<file path="config.mk">
export PLATFORM = sky130hd
export DESIGN_NAME = store_buffer
export DESIGN_NICKNAME = d
export VERILOG_FILES = /design/src/rtl/store_buffer.sv
export SDC_FILE = /design/constraint.sdc
export NUM_CORES = 2
export LEC_CHECK = 0
export BUFFER_PORTS_ARGS = -buffer_cell sky130_fd_sc_hd__buf_2
export CAP_MARGIN = 0
export CELL_PAD_IN_SITES_DETAIL_PLACEMENT = 1
export CELL_PAD_IN_SITES_GLOBAL_PLACEMENT = 1
export CORE_MARGIN = 5
export CORE_UTILIZATION = 45
export CTS_CLUSTER_DIAMETER = 150
export CTS_CLUSTER_SIZE = 12
export DETAILED_ROUTE_END_ITERATION = 12
export GPL_ROUTABILITY_DRIVEN = 0
export PLACE_DENSITY = 0.77
export REMOVE_ABC_BUFFERS = 1
export SLEW_MARGIN = 30
export SYNTH_ARGS = -nofsm -noshare
export SYNTH_HDL_FRONTEND = slang
export SYNTH_SLANG_ARGS = --single-unit
</file>
<file path="constraint.sdc">
create_clock -name clock_i -period 5.9 [get_ports clock_i]
set_clock_uncertainty 0.05 [all_clocks]
set_input_delay 0.295 -clock clock_i [delete_from_list [all_inputs] [get_ports clock_i]]
set_output_delay 0.295 -clock clock_i [all_outputs]
set_load 0.05 [all_outputs]
</file>
<file path="src/rtl/store_buffer.sv">
// Posted-write store buffer: a circular FIFO of pending stores that drains on idle
// memory cycles, forwards buffered data to loads, and forces a drain after a load stall.
module store_buffer #(
  parameter int ADDR_W    = 64,
  parameter int DATA_W    = 64,
  parameter int DEPTH     = 4,
  parameter int MAX_STALL = 8
) (
  input  logic              clock_i,
  input  logic              reset_i,
  input  logic              st_valid_i,
  output logic              st_ready_o,
  input  logic [ADDR_W-1:0] st_addr_i,
  input  logic [DATA_W-1:0] st_data_i,
  input  logic              ld_valid_i,
  output logic              ld_ready_o,
  input  logic [ADDR_W-1:0] ld_addr_i,
  output logic [DATA_W-1:0] ld_data_o,
  output logic              ld_fwd_o,
  output logic              empty_o,
  output logic              mem_read_o,
  output logic              mem_write_o,
  output logic [ADDR_W-1:0] mem_address_o,
  output logic [DATA_W-1:0] mem_writeData_o,
  input  logic [DATA_W-1:0] mem_readData_i
);

  localparam int PTR_W = $clog2(DEPTH);
  localparam int CNT_W = $clog2(DEPTH + 1);
  localparam int STL_W = $clog2(MAX_STALL + 1);
  localparam logic [CNT_W-1:0] CNT_FULL  = CNT_W'(DEPTH);
  localparam logic [STL_W-1:0] STALL_MAX = STL_W'(MAX_STALL);

  logic [ADDR_W-1:0] addr_q [DEPTH];
  logic [DATA_W-1:0] data_q [DEPTH];
  logic [PTR_W-1:0]  head_q, head_d, tail_q, tail_d;
  logic [CNT_W-1:0]  count_q, count_d;
  logic [STL_W-1:0]  stall_q, stall_d;

  logic              push, pop, force_drain, is_empty;
  logic              fwd_hit;
  logic [DATA_W-1:0] fwd_data;
  logic [PTR_W-1:0]  idx;

  assign is_empty    = (count_q == '0);
  assign empty_o     = is_empty;
  assign st_ready_o  = (count_q != CNT_FULL);
  assign force_drain = (stall_q == STALL_MAX) && !is_empty;
  assign push        = st_valid_i && st_ready_o;
  assign pop         = mem_write_o;

  always_comb begin
    mem_read_o      = 1'b0;
    mem_write_o     = 1'b0;
    mem_address_o   = '0;
    mem_writeData_o = '0;
    ld_ready_o      = 1'b1;
    if (force_drain) begin
      mem_write_o     = 1'b1;
      mem_address_o   = addr_q[head_q];
      mem_writeData_o = data_q[head_q];
      ld_ready_o      = 1'b0;
    end else if (ld_valid_i) begin
      mem_read_o    = 1'b1;
      mem_address_o = ld_addr_i;
    end else if (!is_empty) begin
      mem_write_o     = 1'b1;
      mem_address_o   = addr_q[head_q];
      mem_writeData_o = data_q[head_q];
    end
    // Registers clear asynchronously; the input-driven read path is masked as well.
    if (reset_i) begin
      mem_read_o      = 1'b0;
      mem_write_o     = 1'b0;
      mem_address_o   = '0;
      mem_writeData_o = '0;
      ld_ready_o      = 1'b1;
    end
  end

  // Scan oldest to youngest so the youngest matching entry wins.
  always_comb begin
    fwd_hit  = 1'b0;
    fwd_data = '0;
    idx      = '0;
    for (int i = 0; i < DEPTH; i++) begin
      idx = head_q + PTR_W'(i);
      if ((CNT_W'(i) < count_q) && (addr_q[idx] == ld_addr_i)) begin
        fwd_hit  = 1'b1;
        fwd_data = data_q[idx];
      end
    end
  end

  assign ld_fwd_o  = ld_valid_i && ld_ready_o && fwd_hit && !reset_i;
  assign ld_data_o = ld_fwd_o ? fwd_data : mem_readData_i;

  always_comb begin
    head_d  = pop  ? head_q + PTR_W'(1) : head_q;
    tail_d  = push ? tail_q + PTR_W'(1) : tail_q;
    count_d = count_q;
    if (push && !pop)      count_d = count_q + CNT_W'(1);
    else if (!push && pop) count_d = count_q - CNT_W'(1);
    stall_d = stall_q;
    if (pop || is_empty)                           stall_d = '0;
    else if (ld_valid_i && (stall_q != STALL_MAX)) stall_d = stall_q + STL_W'(1);
  end

  always_ff @(posedge clock_i or posedge reset_i) begin
    if (reset_i) begin
      head_q  <= '0;
      tail_q  <= '0;
      count_q <= '0;
      stall_q <= '0;
    end else begin
      head_q  <= head_d;
      tail_q  <= tail_d;
      count_q <= count_d;
      stall_q <= stall_d;
    end
  end

  always_ff @(posedge clock_i) begin
    if (push) begin
      addr_q[tail_q] <= st_addr_i;
      data_q[tail_q] <= st_data_i;
    end
  end

endmodule

</file>
==> flow_summary.yaml <==
status:
  status: "complete, but fails checks"
  violations: "setup timing"
hold_path:
  hold_class: "input port to flop"
route:
  route.met2.wl_microns: 74090
  vias: 34568
  ant_nets: 0
  wl_microns: 159000
  firstDrtPassIters: 10
  wire_per_inst_microns: 31.20
  wl_met3_microns: 17640
  vias_per_cell: 6.782
  wl_met1_microns: 57410
  drt_iter0_drc: 4301
  drcViolationCount: 0
  routed.top_layer: "met5"
pwr:
  peakVddDrop_uv: 316.9
  p_total_w: 0.02202
  p_sw_share_pct: 48.03
  p_sw_w: 0.01058
  powerDensity_mw_per_mm2: 494.8
  combinationalPowerShare_pct: 61.6
  power_leakage_nw: 16.46
  intPower_w: 0.01145
  clkPwrFrac_pct: 13.5
  p_seq_share_pct: 24.9
clocking:
  ctsLongestPathBuffers: 3
  cts.sinks: 523
  cts_buffers: 49
  clockRootBuffer: "clkbuf_16"
  htree_levels: 2
  clock_latency_ns: 0.61
  tritoncts: "done"
  path_clk_slew_ns: 0.06
timing:
  hold_viol_final: 0
  fin_crit_sh_pct: 100.7
  rsz0062_at_grt: "no"
  fin_crit_ns: 5.942
  slew_viol_final: 0
  finalSetupViolations: 8
  max_freq_mhz: 168.3
  layout_setup_ws_ns: -0.04243
  worst_pin_slew_ns: 1.059
  slew_headroom_pct: 29.39
yosys:
  synthArstFlopShare_pct: 2.103
  syn_area_sq_mm: 0.03856
  avgSynthCellArea_sq_um: 10.88
  ys_seq_area_share_pct: 40.59
  ys_dominant_reg_cell: "edfxtp_1"
  synthTopCellsByArea: "edfxtp_1, mux4_2, mux2i_1, nand2_1, mux2_2"
  synth_top_area_share_pct: 39.87
  synthCells: 3543
  netlist.top_cell.by_area: "edfxtp_1"
  synth-seq-cells: 523
  synth_edf_count: 512
  yosys_warnings: 0
  synth_cell_types: 79
setup_path:
  critPathBufInv: 4
  crit_family: "simple AND/OR/NAND/NOR gates"
  cp.arrival_ns: 5.60
  max_stage_delay_ns: 0.65
  worstSetupPathType: "flop to output port"
  critPathLaunchType: "flop"
  critPathCaptureType: "output port"
  path_cells: "buf_12 > buf_4 > mux4_2 > xnor2_1 > nand4_1 > nor4_1 > nand4_1 > nor2_4 > buf_12 > a21oi_1 > o211ai_1 > nand2_1 > buf_2"
  crit_fanout: 64
  required_ns: 5.56
  critPathSlowestCell: "dfrtp_4"
floorplan:
  die_h_microns: 302.7
  initial_core_util_pct: 45.29
  coreArea_sq_mm: 0.08515
  io_pins: 458
  fp.dieW_microns: 302.7
  dieArea_sq_mm: 0.09164
  core.rowCount: 107
cells_and_area:
  final_nets: 4201
  layout_commonest_cell: "edfxtp_1"
  utilization_pct: 52.28
  area_growth_pct: 15.44
  final_cell_mix: "edfxtp_1, nand2_1, buf_2"
  n_fill_cell: 9299
  drive_above_1_share_pct: 25.51
grt:
  grt_pass1_wl_microns: 230200
  grt_pass1_vias: 35015
  grt_use_total_pct: 33.27
  grt_max_degree: 176
  gr-total-overflow: 0
  antenna_found_initial: 21
placement:
  io_buffers: 457
  hpwlAfterDp_microns: 110600
run:
  max_cap_violations: 0
through the flow:
step                      cells   TNS, ns  area [sq um]  hold WS, ns  worst slack, ns
after global placement     4886         0         41600       0.4581           0.7150
after detailed placement   4890         0         41710       0.4606           0.7247
after CTS                  5080         0         44360       0.1397          0.01772
final                      5097   -0.2179         44510       0.1598         -0.04243
after floorplan            3189  -3376.93         36780       0.1055           -24.10
after global routing       5087         0         44490       0.2019         0.002724
path summary, 6_finish.rpt:
path | slack [ns] | cells after the start | end | from
worst max-delay path | -0.04 | 13 | ld_data_o[31] | head_q[1]
worst min-delay path | 0.16 | 3 | tail_q[0] | st_valid_i
worst max register to register | 2.52 | 8 | count_q[2] | count_q[0]
worst min register to register | 0.56 | 2 | stall_q[0] | stall_q[0]
max in group asynchronous | 4.92 | 3 | head_q[0] | reset_i
min in group asynchronous | 0.50 | 3 | head_q[1] | reset_i
power by group through the flow:
stage	clock (W)	sequential [W]	combinational [W]
2_1_floorplan	0	0.00586	0.00685
3_3_place_gp	0	0.00547	0.0126
3_5_place_dp	0	0.00554	0.0129
4_1_cts	0.00301	0.00547	0.0130
5_1_grt	0.00316	0.00554	0.0140
6_report	0.00298	0.00548	0.0136
layout make-up:
type                    count  area (sq um)  area share, %
clock buffers              56          1252          2.814
flip-flops and latches    523         15660          35.17
inverters                  35         138.9         0.3120
multi-input cells        2631         21140          47.48
repair buffers            691          4776          10.73
clock inverters             4         88.84         0.1996
well taps                1144          1431          3.216
diodes                     13         32.53        0.07308
Yosys cell counts, types with 69 or more instances:
cell	count
a211oi_1	75
a21oi_1	86
a22oi_1	72
clkbuf_1	187
edfxtp_1	512
mux2_2	155
mux2i_1	322
mux4_2	195
nand2_1	479
nand3_1	93
nand4_1	71
nor2_1	229
nor3_1	74
o211ai_1	75
o21ai_0	85
o221ai_1	72
or4_1	69
xnor2_1	183
worst register-to-register path: stages (launching register included):
cell	delay, ns
dfrtp_1	0.49
inv_1	0.14
ha_1	0.18
nor2b_1	0.72
or3_2	0.91
ha_1	0.35
mux2i_1	0.20
nor2_1	0.07
xor2_1	0.14
cells by family (layout without fill, tap and decap cells):
| family | after synthesis | in the layout | share of synthesized area (%) |
|---|---|---|---|
| xor+xnor | 196 | 196 | 4.452 |
| fa+ha+maj | 10 | 10 | 0.3245 |
| compound gates | 604 | 604 | 11.32 |
| buf+inv | 389 | 786 | 4.961 |
| mux | 680 | 680 | 24.51 |
| flops | 523 | 523 | 40.59 |
| simple gates | 1141 | 1141 | 13.85 |
| other cells | 0 | 13 | 0 |
layer usage:
metal | GRT usage, % | vias up
li1 | - | 14480
met1 | 41.32 | 17270
met2 | 54.04 | 2276
met3 | 8.945 | 528
met4 | 16.30 | 14
met5 | 0 | -
what timing repair did:
action	in CTS	in global routing
hold endpoints to repair	525	0
buffers inserted	0	3
resized for setup	0	10
hold buffers	130	0
endpoints found under the setup margin	0	64
registers in the layout, indices dropped and copies added (netlist names):
name     count
addr_q     256
data_q     256
stall_q      4
count_q      3
head_q       2
tail_q       2
No activity file was read; power rests on OpenSTA's default activity.
